==> config.mk <==
export PLATFORM = sky130hd
export DESIGN_NAME = tile_ccff_shadow_ctrl
export DESIGN_NICKNAME = d
export VERILOG_FILES = /design/src/rtl/tile_ccff_shadow_ctrl.sv
export SDC_FILE = /design/constraint.sdc
export NUM_CORES = 1
export LEC_CHECK = 0
export CORE_MARGIN = 2
export CORE_UTILIZATION = 49
export DETAILED_ROUTE_END_ITERATION = 8
export PLACE_DENSITY_LB_ADDON = 0.2
export SETUP_SLACK_MARGIN = 0.1
export SLEW_MARGIN = 20
export SYNTH_ARGS = -nofsm -noshare
export SYNTH_HDL_FRONTEND = slang
export SYNTH_SLANG_ARGS = --single-unit
==> constraint.sdc <==
create_clock -name prog_clk -period 1.8 [get_ports prog_clk]
set_input_delay 0.45 -clock prog_clk [delete_from_list [all_inputs] [get_ports prog_clk]]
set_output_delay 0.45 -clock prog_clk [all_outputs]
set_load 0.03 [all_outputs]
==> src/rtl/tile_ccff_shadow_ctrl.sv <==
// Double-buffered configuration-chain segment: serial shift register feeding a committed shadow.
// Define CCFF_PARITY_EN to append an even-parity flop to the chain and check it on commit.
module tile_ccff_shadow_ctrl #(
    parameter int CHAIN_LEN = 128
) (
    input  logic                 prog_clk,
    input  logic                 prog_rst_n,
    input  logic                 IO_ISOL_N,
    input  logic                 ccff_head,
    input  logic                 ccff_shift,
    input  logic                 ccff_commit,
    input  logic                 ccff_clear,
    output logic                 ccff_tail,
    output logic [CHAIN_LEN-1:0] cfg_bits,
    output logic                 cfg_valid,
    output logic                 cfg_err,
    output logic                 io_isol_n
);

    localparam int CNT_W = $clog2(CHAIN_LEN + 2);
`ifdef CCFF_PARITY_EN
    localparam int L = CHAIN_LEN + 1;
`else
    localparam int L = CHAIN_LEN;
`endif
    localparam logic [CNT_W-1:0] L_CNT = CNT_W'(L);

    typedef enum logic [1:0] {
        IDLE    = 2'd0,
        LOADING = 2'd1,
        ACTIVE  = 2'd2
    } state_t;

    state_t                 state_q;
    logic [L-1:0]           sr_q;
    logic [CNT_W-1:0]       cnt_q;
    logic [CHAIN_LEN-1:0]   cfg_bits_q;
    logic                   cfg_valid_q;
    logic                   cfg_err_q;

    logic                   full;
    logic                   parity_ok;
    logic [CHAIN_LEN-1:0]   payload;
    logic [CNT_W-1:0]       cnt_inc;
    logic [L-1:0]           sr_d;

    // Parity bit is shifted in last, so it sits in sr[0] with the payload above it.
`ifdef CCFF_PARITY_EN
    assign parity_ok = ~(^sr_q);
    assign payload   = sr_q[L-1:1];
`else
    assign parity_ok = 1'b1;
    assign payload   = sr_q[CHAIN_LEN-1:0];
`endif

    assign full    = (cnt_q == L_CNT);
    assign cnt_inc = full ? cnt_q : cnt_q + CNT_W'(1);
    assign sr_d    = {sr_q[L-2:0], ccff_head};

    always_ff @(posedge prog_clk) begin
        if (!prog_rst_n) begin
            state_q     <= IDLE;
            sr_q        <= '0;
            cnt_q       <= '0;
            cfg_bits_q  <= '0;
            cfg_valid_q <= 1'b0;
            cfg_err_q   <= 1'b0;
        end else begin
            // The chain keeps moving regardless of commit/clear so downstream tiles are never starved.
            if (ccff_shift) begin
                sr_q <= sr_d;
            end
            if (ccff_clear) begin
                state_q     <= IDLE;
                cnt_q       <= '0;
                cfg_bits_q  <= '0;
                cfg_valid_q <= 1'b0;
                cfg_err_q   <= 1'b0;
            end else if (ccff_commit && full && parity_ok) begin
                state_q     <= ACTIVE;
                cfg_bits_q  <= payload;
                cfg_valid_q <= 1'b1;
                cfg_err_q   <= 1'b0;
                cnt_q       <= ccff_shift ? CNT_W'(1) : '0;
            end else begin
                if (ccff_commit) begin
                    cfg_err_q <= 1'b1;
                end
                if (ccff_shift) begin
                    cnt_q <= cnt_inc;
                    if (state_q == IDLE) begin
                        state_q <= LOADING;
                    end
                end
            end
        end
    end

    assign ccff_tail = sr_q[L-1];
    assign cfg_bits  = cfg_bits_q;
    assign cfg_valid = cfg_valid_q;
    assign cfg_err   = cfg_err_q;
    assign io_isol_n = IO_ISOL_N & cfg_valid_q;

endmodule

After elaboration in Yosys (flattened, before gate mapping)
Index checks and enable logic that the tools add are counted.

word-level totals
  flip-flop bits (word level) = 266
  latch bits = 0
  bits in writable memories = 0
  memory bits (read-only) = 0
  input port bits = 7
  output and inout port bits = 132
  logic and storage cells = 19
  memories kept = 0

operators by class
  add/subtract/negate cells = 1
  multiply operators = 0
  divide/modulo/power cells = 0
  magnitude comparators = 0
  eq/ne operators = 2
  shift-type cells = 0
  muxes and demuxes = 4
  bitwise gates (word level) = 2
  reductions and logical operators = 5

operator list
  cell                   count
  $mux W8                3
  $add A8 B1 Y8 const B  1
  $eq A8 B8 Y1 const B   1
  $reduce_or A3 Y1       1
  $ne A2 B1 Y1 const B   1
  $reduce_and A2 Y1      1
  $reduce_bool A2 Y1     1
  $reduce_or A2 Y1       1
  $and A1 B1 Y1          1
  $logic_and A1 B1 Y1    1
  $mux W1                1
  $not A1 Y1             1

Longest topological paths before layout
Gate-level depths: netlist of the first run.

  depth in word-level cells = 4
  gate-level depth with buffers = 9
  mapped depth without buffers = 6

Worst setup path before layout of the first run
OpenSTA, ideal clock, no wires.

  kind = register -> register
  from = register cnt_q[0]
  to = register cfg_bits_q[100] (netlist: cfg_bits[100])
  setup time = 0.070 ns
  arrival = 1.686 ns
  required time = 1.730 ns
  path slack = 0.043 ns
  cell stages (with the launch flop) = 9
  path buffers = 2
  clock period less this slack = 1.757 ns
  path through = dfxtp_1 -> inv_1 -> ha_1 -> nor4b_2 -> nand4_1 -> clkbuf_1 -> clkbuf_1 -> nand2_1 -> a21oi_1

between the ends
  word-level cells in the longest chain between the ends = 2

ends and longest elaborated chain
  what                    RTL line  RTL
  start, declared         36        logic [CNT_W-1:0] cnt_q;
  start signal, assigned  84        cnt_q <= ccff_shift ? CNT_W'(1) : '0;
  start signal, assigned  90        cnt_q <= cnt_inc;
  $eq A8 B8 Y1            56        assign full = (cnt_q == L_CNT);
  $logic_and A1 B1 Y1     79        end else if (ccff_commit && full && parity_ok) begin
  end signal, assigned    81        cfg_bits_q <= payload;
  end, declared           37        logic [CHAIN_LEN-1:0] cfg_bits_q;

Every way passes these cells.
A chain may end at the register's enable or synchronous reset.

Worst setup path after layout of the first run
  from = register cnt_q[1]
  to = register cfg_bits_q[69] (netlist: cfg_bits[69])

Same word-level chain as after synthesis.

==> results of run 1 <==
-- cells by family after synthesis --
family | count (synthesis) | synth area share
muxes | 128 | 0.133
adders and majority gates | 2 | 0.00259
AOI/OAI and AO/OA | 137 | 0.0722
DFF | 266 | 0.552
and+or+nand+nor | 414 | 0.200
xor gates and xnor gates | 3 | 0.00272
buffers and inverters | 75 | 0.0384
-- layout by cell type, fill, tap and decap left out, types with 2 or more instances in the layout --
| master | count |
|---|---|
| dfxtp_1 | 264 |
| nand2_1 | 243 |
| nor2b_1 | 129 |
| mux2i_1 | 128 |
| a21oi_1 | 88 |
| clkbuf_2 | 61 |
| clkdlybuf4s15_2 | 53 |
| a21oi_2 | 43 |
| clkbuf_16 | 35 |
| clkdlybuf4s15_1 | 17 |
| buf_12 | 15 |
| buf_4 | 12 |
| nand2_2 | 9 |
| nand2_4 | 8 |
| nor2_1 | 7 |
| buf_6 | 6 |
| nand4_1 | 5 |
| clkinv_2 | 5 |
| clkbuf_8 | 5 |
| clkbuf_1 | 5 |
| nand3_1 | 4 |
| clkdlybuf4s50_1 | 4 |
| bufinv_16 | 3 |
| buf_8 | 3 |
| inv_2 | 2 |
| and2_1 | 2 |
| o21ai_0 | 2 |
| nor3_1 | 2 |
| xor2_1 | 2 |
| o31ai_1 | 2 |
| clkinvlp_4 | 2 |
| dfxtp_2 | 2 |
-- per-stage QoR --
step	util	hold WS [ns]	TNS, ns
floorplan	-	0.444	0
global placement	0.586	0.442	0
detailed placement	0.586	0.447	-0.389
CTS	0.635	0.250	0
global route	0.652	0.266	-0.0674
finish	0.652	0.265	0
-- flip-flops by register name, indices dropped and copies added (netlist names) --
signal	cells
cnt_q	8
cfg_err	1
cfg_valid	1
cfg_bits	128
payload	128
-- cell type report --
class	instances	share of cell area
tap	265	0.0262
sequential	266	0.421
clock inverter	11	0.0110
clock buffer	37	0.0603
multi-input combinational	684	0.334
inverter	2	0.000593
antenna	1	0.000198
timing repair buffer	181	0.146
-- worst max-delay path: cells and delay by family, from the launching register on --
kind                     cells  cell delay [ns]
AND/OR/NAND/NOR              3             0.72
buffers and inverters        3             0.41
flip-flops                   1             0.32
AO/OA/AOI/OAI                1             0.13
adder cells (fa/ha/maj)      1             0.12
-- where the power goes --
| part | switching, W | internal [W] |
|---|---|---|
| sequential | 0.00000367 | 0.00589 |
| combinational | 0.000192 | 0.000153 |
| clock | 0.00227 | 0.00339 |
-- worst min path at each step --
stage	start	to	depth (start not counted)
5_1_grt	ccff_shift	cnt_q[0]	3
6_report	ccff_shift	cnt_q[0]	3
3_3_place_gp	cfg_bits[118]	cfg_bits[118]	2
3_5_place_dp	cfg_bits[80]	cfg_bits[80]	2
2_1_floorplan	payload[0]	cfg_bits[0]	2
4_1_cts	ccff_shift	cnt_q[0]	3
-- layer usage --
metal | wire, um | track usage | up-vias
met3 | 1010 | 0.0361 | 32
met1 | 10200 | 0.249 | 3391
met5 | 0 | 0 | -
li1 | - | - | 3639
met2 | 10200 | 0.298 | 143
met4 | 456 | 0.0450 | 0
-- repair_timing --
action                     in CTS  in global routing
gates cloned                    0                 15
setup endpoints to repair     245                198
buffers inserted                0                  3
hold buffers                    0                  0
resized for setup             301                158
pin swaps                       0                 24
==> flow_metrics.py, run 1 <==
metrics = {
    "status": {
        "status": "finished, final reports clean",
    },
    "place": {
        "io_buffers": 138,
        "place.gp.congestion": 0.774,
        "pre_cts_slack_ns": -0.0367,
        "place_inst": 1380,
        "place_area_um2": 11400,
        "dp.final_hpwl_um": 11900,
    },
    "global_route": {
        "grt_start_max_net_pins": 74,
        "antenna_found_initial": 1,
        "grt_overflow_total": 0,
        "grtUsageTotal": 0.182,
        "first_global_vias": 6487,
        "grt_first_pass_wirelength_um": 31700,
    },
    "synthesis": {
        "synth_edf_count": 0,
        "async_reset_ff_frac": 0,
        "yosys_warnings": 0,
        "synthMostInstantiatedCell": "dfxtp_1",
        "synth_area_um2": 9650,
        "ys_seq_elements": 266,
        "yosys_most_used_dff": "dfxtp_1",
        "synth_cell_type_count": 27,
        "yosys-top-cells-count": "dfxtp_1, nand2_1, a21oi_1, nor2b_1, mux2i_1",
        "synth_area_leaders": "dfxtp_1, mux2i_1, nand2_1",
        "avgSynthCellArea_um2": 9.42,
        "synth_nets": 1034,
        "seq_area_frac_synth": 0.552,
        "synthCells": 1025,
        "synth_top_area_frac": 0.552,
        "yosysTopAreaCell": "dfxtp_1",
    },
    "layout": {
        "instances_no_fill": 1447,
        "area_delta_synth_final_pct": 31.1,
        "design_area_um2": 12700,
        "finalNetCount": 1171,
        "layout.area.seq_um2": 5330,
        "layout-drive-gt1-share": 0.229,
        "fillers": 1659,
        "multiInputGateArea_um2": 4230,
    },
    "clocking": {
        "clock_path_buffers": 3,
        "ctsHtreeMaxLevel": 1,
        "cts_tree": "done",
        "cts.sinks": 266,
        "cts-buffers-inserted": 27,
        "clk_pin_slew_worst_paths_ns": 0.06,
        "clk_latency_ns": 0.52,
        "root_buffer": "clkbuf_16",
    },
    "routing": {
        "wl_um": 21900,
        "first_pass_iters": 4,
        "initialDrtViolationCount": 261,
        "via_count": 7205,
        "wl_per_cell_um": 15.1,
        "ant_nets": 0,
        "drc": 0,
        "viasPerCell": 4.98,
    },
    "setup_path": {
        "end_kind": "flop",
        "critPathMaxStageDelay_ns": 0.39,
        "slowest_stage": "and4_4",
        "r2r_setup_slack_ns": 0.04,
        "startpoint": "cnt_q[1]",
        "worst_r2r_path_depth": 8,
        "timing.rr.start": "cnt_q[1]",
        "endpoint": "cfg_bits[69]",
        "cp_max_fo": 6,
        "r2r_end": "cfg_bits[69]",
        "cp_data_arrival_time_ns": 2.22,
        "crit_chain": "inv_2 > ha_4 > nor4b_4 > and4_4 > buf_12 > clkbuf_16 > nand2_1 > a21oi_2",
        "cp-start-kind": "flop",
        "cp.required_ns": 2.25,
        "worstSetupPathType": "flop to flop",
    },
    "timing": {
        "min_period_ns": 1.76,
        "fmax_ghz": 0.567,
        "finalMaxSlewViolations": 0,
        "hold_violations": 0,
        "rsz0062_at_grt": "true",
        "setup_viol": 0,
        "skew_ns": 0.00637,
        "setup_slack_ns": 0.0366,
        "worst_pin_slew_ns": 0.435,
        "period_share": 0.980,
        "maxSlewHeadroom": 0.710,
    },
    "floorplan": {
        "row_count": 51,
        "dieArea_um2": 20800,
        "fp.coreArea_um2": 19400,
        "io_pins": 139,
        "die_x_um": 144,
        "initial_core_util": 0.498,
        "fp.dieH_um": 144,
    },
    "power_and_ir_drop": {
        "finalPower_w": 0.0119,
        "ir_drop_uv": 717,
        "p_leak_nw": 4.74,
        "p_per_area_nw_per_um2": 940,
    },
    "run": {
        "cap_violations": 0,
    },
    "hold_path": {
        "hold_class": "input pin to flop",
    },
}
(Power assumes the default switching activity.)
==> run 2: changes to the inputs <==
Settings changed: CORE_MARGIN 2 to unset, GPL_ROUTABILITY_DRIVEN set to 0.
==> run 2 against run 1 <==
Non-clock buffer count grew 5. First-iteration DRC count grew 6.5%. Count of clock-buffer cells in the layout grew 2. Global-route usage grew 1.0 points. Hold slack gained 0.032 ns. Critical endpoint is now cfg_bits[81]. Sequential share of layout area shrank 0.66 points.
==> flow_metrics.py, run 2 (synthesis results as in run 1) <==
metrics = {
    "timing": {
        "rsz0062_at_grt": "true",
        "min_period_ns": 1.72,
        "finalMaxSlewViolations": 0,
        "setup_viol": 0,
        "fmax_ghz": 0.583,
        "worst_pin_slew_ns": 0.528,
        "maxSlewHeadroom": 0.648,
        "hold_violations": 0,
        "setup_tns_ns": 0,
        "setup_slack_ns": 0.0838,
        "period_share": 0.953,
        "skew_ns": 0.00907,
    },
    "global_route": {
        "grtUsageTotal": 0.192,
        "grt_overflow_total": 0,
        "grt_first_pass_wirelength_um": 32000,
        "grt_start_max_net_pins": 129,
        "first_global_vias": 6601,
        "antenna_found_initial": 0,
    },
    "floorplan": {
        "dieArea_um2": 20300,
        "row_count": 50,
        "fp.dieH_um": 142,
        "die_x_um": 142,
        "fp.coreArea_um2": 19000,
        "io_pins": 139,
        "initial_core_util": 0.508,
    },
    "setup_path": {
        "worstSetupPathType": "flop to flop",
        "cp_data_arrival_time_ns": 2.16,
        "cp.required_ns": 2.25,
        "worst_r2r_path_depth": 8,
        "cp-start-kind": "flop",
        "cp_max_fo": 6,
        "end_kind": "flop",
    },
    "place": {
        "place_inst": 1379,
        "io_buffers": 138,
        "place_area_um2": 11400,
        "pre_cts_slack_ns": -0.0600,
        "dp.final_hpwl_um": 11700,
    },
    "layout": {
        "finalNetCount": 1176,
        "area_delta_synth_final_pct": 33.1,
        "layout-drive-gt1-share": 0.240,
        "antennaDiodeCount": 0,
        "design_area_um2": 12800,
        "layout_common_cells": "dfxtp_1, nand2_1, nor2b_1",
        "final_common_cell": "dfxtp_1",
        "fillers": 1589,
        "instances_no_fill": 1444,
        "utilization": 0.676,
    },
    "power_and_ir_drop": {
        "p_int_w": 0.00932,
        "pwr-share-seq": 0.503,
        "p_leak_nw": 5.10,
        "switching_share": 0.205,
        "combPwrFrac": 0.030,
        "clock_power_share": 0.468,
        "ir_drop_uv": 613,
        "p_per_area_nw_per_um2": 912,
        "p_switching_w": 0.00240,
    },
    "clocking": {
        "cts-buffers-inserted": 27,
        "root_buffer": "clkbuf_16",
        "clock_path_buffers": 3,
        "ctsHtreeMaxLevel": 1,
        "clk_pin_slew_worst_paths_ns": 0.06,
        "clk_latency_ns": 0.52,
        "cts_tree": "done",
        "cts.sinks": 266,
        "ctsHoldBuffers": 0,
    },
    "routing": {
        "wl_met1_um": 10000,
        "wl_um": 21700,
        "top_layer": "met4",
        "wl_per_cell_um": 15.0,
        "drc": 0,
        "met3_length_um": 929,
        "viasPerCell": 5.00,
        "ant_nets": 0,
        "wl_met2_um": 10400,
        "via_count": 7222,
        "first_pass_iters": 4,
        "initialDrtViolationCount": 278,
    },
    "hold_path": {
        "hold_class": "input pin to flop",
        "hold_depth": 4,
    },
    "run": {
        "cap_violations": 0,
    },
    "status": {
        "status": "finished, final reports clean",
    },
}
## run 2: changes by cell type in the layout (fill, tap and decap cells not counted), moves of 3 or more
cell / previous run / this run
nand2_4: 8 / 28
nand2_1: 243 / 226
clkbuf_2: 61 / 51
clkdlybuf4s15_1: 17 / 26
buf_4: 12 / 18
clkbuf_8: 5 / 10
buf_8: 3 / 0
clkbuf_1: 5 / 2
nand2_2: 9 / 6
## run 2: power groups by stage
| stage | clock network [W] | registers [W] | logic (W) |
|---|---|---|---|
| 2_1_floorplan | 0 | 0.00603 | 0.000238 |
| 3_3_place_gp | 0 | 0.00603 | 0.000338 |
| 3_5_place_dp | 0 | 0.00603 | 0.000337 |
| 4_1_cts | 0.00558 | 0.00589 | 0.000338 |
| 5_1_grt | 0.00583 | 0.00589 | 0.000368 |
| 6_report | 0.00548 | 0.00590 | 0.000348 |
## run 2: critical path, stage by stage (launching register included)
cell	delay [ns]
dfxtp_2	0.33
inv_2	0.08
ha_4	0.12
nor4b_4	0.24
and4_4	0.32
buf_6	0.16
buf_12	0.16
nand2_4	0.06
a21oi_2	0.15
## run 2: per-stage QoR
step / power (W) / hold slack [ns]
floorplan: 0.00627 / 0.444
detailed placement: 0.00636 / 0.446
global placement: 0.00636 / 0.441
CTS: 0.0118 / 0.284
global route: 0.0121 / 0.299
finish: 0.0117 / 0.297
## run 2: cell type report
class                           instances  area (um2)  area share
Timing Repair Buffer                  186        1930       0.150
Multi-Input combinational cell        684        4370       0.340
Sequential cell                       266        5330       0.415
Tap cell                              260         325      0.0253
Clock buffer                           39         821      0.0639
Inverter                                2        7.51    0.000584
Clock inverter                          7        62.6     0.00487
## run 2: layer usage
layer  track usage  vias to the layer above
met5             0                        -
met4        0.0509                        0
met3        0.0377                       27
met2         0.328                      146
met1         0.248                     3412
li1              -                     3637
## run 2: timing repair
| action | 4_1_cts | 5_1_grt |
|---|---|---|
| pin swaps | 1 | 55 |
| endpoints found under the setup margin | 252 | 190 |
| endpoints found under the hold margin | 0 | 0 |
| gates resized for setup | 313 | 179 |
| setup buffers | 3 | 4 |
| gates cloned | 2 | 10 |
## run 2: final timing paths
kind,startpoint,to,slack [ns]
max,cnt_q[1],cfg_bits[81],0.08
max reg2reg,cnt_q[1],cfg_bits[81],0.08
min reg2reg,cfg_bits[5],cfg_bits[5],0.45
min,ccff_shift,cnt_q[3],0.30
==> run 3: changes to the inputs <==
Settings changed: CORE_UTILIZATION 49 to 55, RECOVER_POWER set to 25.
Clock period 1.8 ns to 2.1 ns, I/O delays scaled along.
==> run 3 against run 2 <==
Clock power is 15% lower. Count of clock-buffer cells in the layout is 2 higher. Critical path type unchanged. Cell count is 4.4% lower. Core utilization is 1.5 points higher. Sequential share of layout area is 3.3 points higher. Via count is 3.4% lower. Non-clock buffer count is 31 lower. Critical path depth stayed put.
==> flow_metrics.py, run 3 (synthesis results as in run 1) <==
metrics = {
    "hold_path": {
        "hold_class": "input pin to flop",
    },
    "timing": {
        "maxSlewHeadroom": 0.234,
        "worst_pin_slew_ns": 1.15,
        "hold_violations": 0,
        "min_period_ns": 1.84,
        "setup_tns_ns": 0,
        "skew_ns": 0.00705,
        "finalMaxSlewViolations": 0,
        "rsz0062_at_grt": "false",
        "setup_viol": 0,
        "period_share": 0.876,
        "fmax_ghz": 0.544,
    },
    "routing": {
        "first_pass_iters": 4,
        "via_count": 6975,
        "initialDrtViolationCount": 425,
        "viasPerCell": 5.05,
        "wl_um": 18900,
        "ant_nets": 0,
        "wl_per_cell_um": 13.7,
        "drc": 0,
    },
    "clocking": {
        "ctsHtreeMaxLevel": 1,
        "clk_pin_slew_worst_paths_ns": 0.06,
        "cts-buffers-inserted": 27,
        "cts.sinks": 266,
        "ctsHoldBuffers": 0,
        "root_buffer": "clkbuf_16",
        "clock_path_buffers": 3,
        "postCtsSetupRepairBufs": 0,
        "cts_tree": "done",
        "clk_latency_ns": 0.52,
    },
    "layout": {
        "area_delta_synth_final_pct": 23.4,
        "layout-drive-gt1-share": 0.0537,
        "layout_common_cells": "dfxtp_1, nand2_1, a21oi_1, dlygate4sd2_1, nor2b_1",
        "final_common_cell": "dfxtp_1",
        "finalNetCount": 1145,
        "design_area_um2": 11900,
        "antennaDiodeCount": 0,
    },
    "setup_path": {
        "cp_max_fo": 35,
        "end_kind": "flop",
        "cp-start-kind": "flop",
        "cp.required_ns": 2.54,
        "cp_data_arrival_time_ns": 2.28,
        "worstSetupPathType": "flop to flop",
    },
    "power_and_ir_drop": {
        "p_per_area_nw_per_um2": 840,
        "ir_drop_uv": 657,
        "p_leak_nw": 4.88,
    },
    "global_route": {
        "grt_first_pass_wirelength_um": 31300,
        "antenna_found_initial": 1,
        "grt_overflow_total": 0,
        "grtUsageTotal": 0.209,
        "grt_start_max_net_pins": 57,
        "first_global_vias": 6532,
    },
    "status": {
        "status": "finished, final reports clean",
    },
    "place": {
        "io_buffers": 138,
        "place_area_um2": 11200,
        "dp.final_hpwl_um": 11600,
    },
    "floorplan": {
        "dieArea_um2": 18100,
        "io_pins": 139,
        "initial_core_util": 0.560,
        "die_x_um": 134,
        "fp.coreArea_um2": 17200,
        "row_count": 48,
        "fp.dieH_um": 134,
    },
    "run": {
        "cap_violations": 0,
    },
}
run 3: cell count changes in the layout (fill, tap and decap cells not counted), moves of 8 or more:
cell	before	now
clkdlybuf4s15_1	26	0
nand2_4	28	0
nand2_1	226	260
buf_6	8	0
clkbuf_2	51	1
a21oi_1	88	131
dlygate4sd2_1	0	131
a21oi_2	43	0
clkdlybuf4s15_2	53	0
buf_4	18	6
run 3: path summary, 6_finish.rpt:
kind | startpoint | end | slack (ns) | cells after the start
worst max-delay path | cnt_q[0] | cfg_bits[121] | 0.26 | 8
worst min-delay path | prog_rst_n | cfg_bits[42] | 0.41 | 3
worst max register to register | cnt_q[0] | cfg_bits[121] | 0.26 | 8
worst min register to register | cfg_bits[80] | cfg_bits[80] | 0.45 | 2
run 3: timing repair:
item	CTS	global route
gates resized for setup	131	0
setup endpoints to repair	131	0
endpoints found under the hold margin	0	0
run 3: report_power, final:
group	internal [W]	switching (W)	leakage, nW
Combinational	0.000118	0.000149	2.31
Clock	0.00282	0.00186	0.433
Sequential	0.00505	0.00000453	2.14
run 3: worst max-delay path, stage by stage, from the launching register on:
cell and delay [ns]:
dfxtp_1 0.45, inv_1 0.09, ha_1 0.19, nor4b_2 0.17, nand4_1 0.17, buf_12 0.23, buf_12 0.21, nand2_1 0.09
a21oi_1 0.15
run 3: layout make-up:
| type | count | area, um2 |
|---|---|---|
| Clock buffer | 41 | 788 |
| Clock inverter | 7 | 88.8 |
| Fill cell | 1393 | 5330 |
| Inverter | 2 | 7.51 |
| Multi-Input combinational cell | 684 | 3970 |
| Sequential cell | 266 | 5330 |
| Tap cell | 225 | 282 |
| Timing Repair Buffer | 155 | 1450 |
run 3: through the flow:
stage | setup WS (ns) | hold slack [ns] | total power, W | utilization | instances
2_1_floorplan | 0.343 | 0.444 | 0.00537 | - | 1025
3_3_place_gp | 0.220 | 0.441 | 0.00544 | 0.651 | 1332
3_5_place_dp | 0.165 | 0.446 | 0.00544 | 0.651 | 1332
4_1_cts | 0.242 | 0.317 | 0.0101 | 0.692 | 1380
5_1_grt | 0.118 | 0.426 | 0.0103 | 0.691 | 1380
6_report | 0.260 | 0.413 | 0.0100 | 0.691 | 1380
run 3: per-layer routing:
metal,vias to the layer above,share of wire,track usage
li1,3575,-,-
met1,3240,0.47,0.276
met2,130,0.46,0.347
met3,28,0.052,0.0432
met4,2,0.016,0.0556
met5,-,0.00042,0
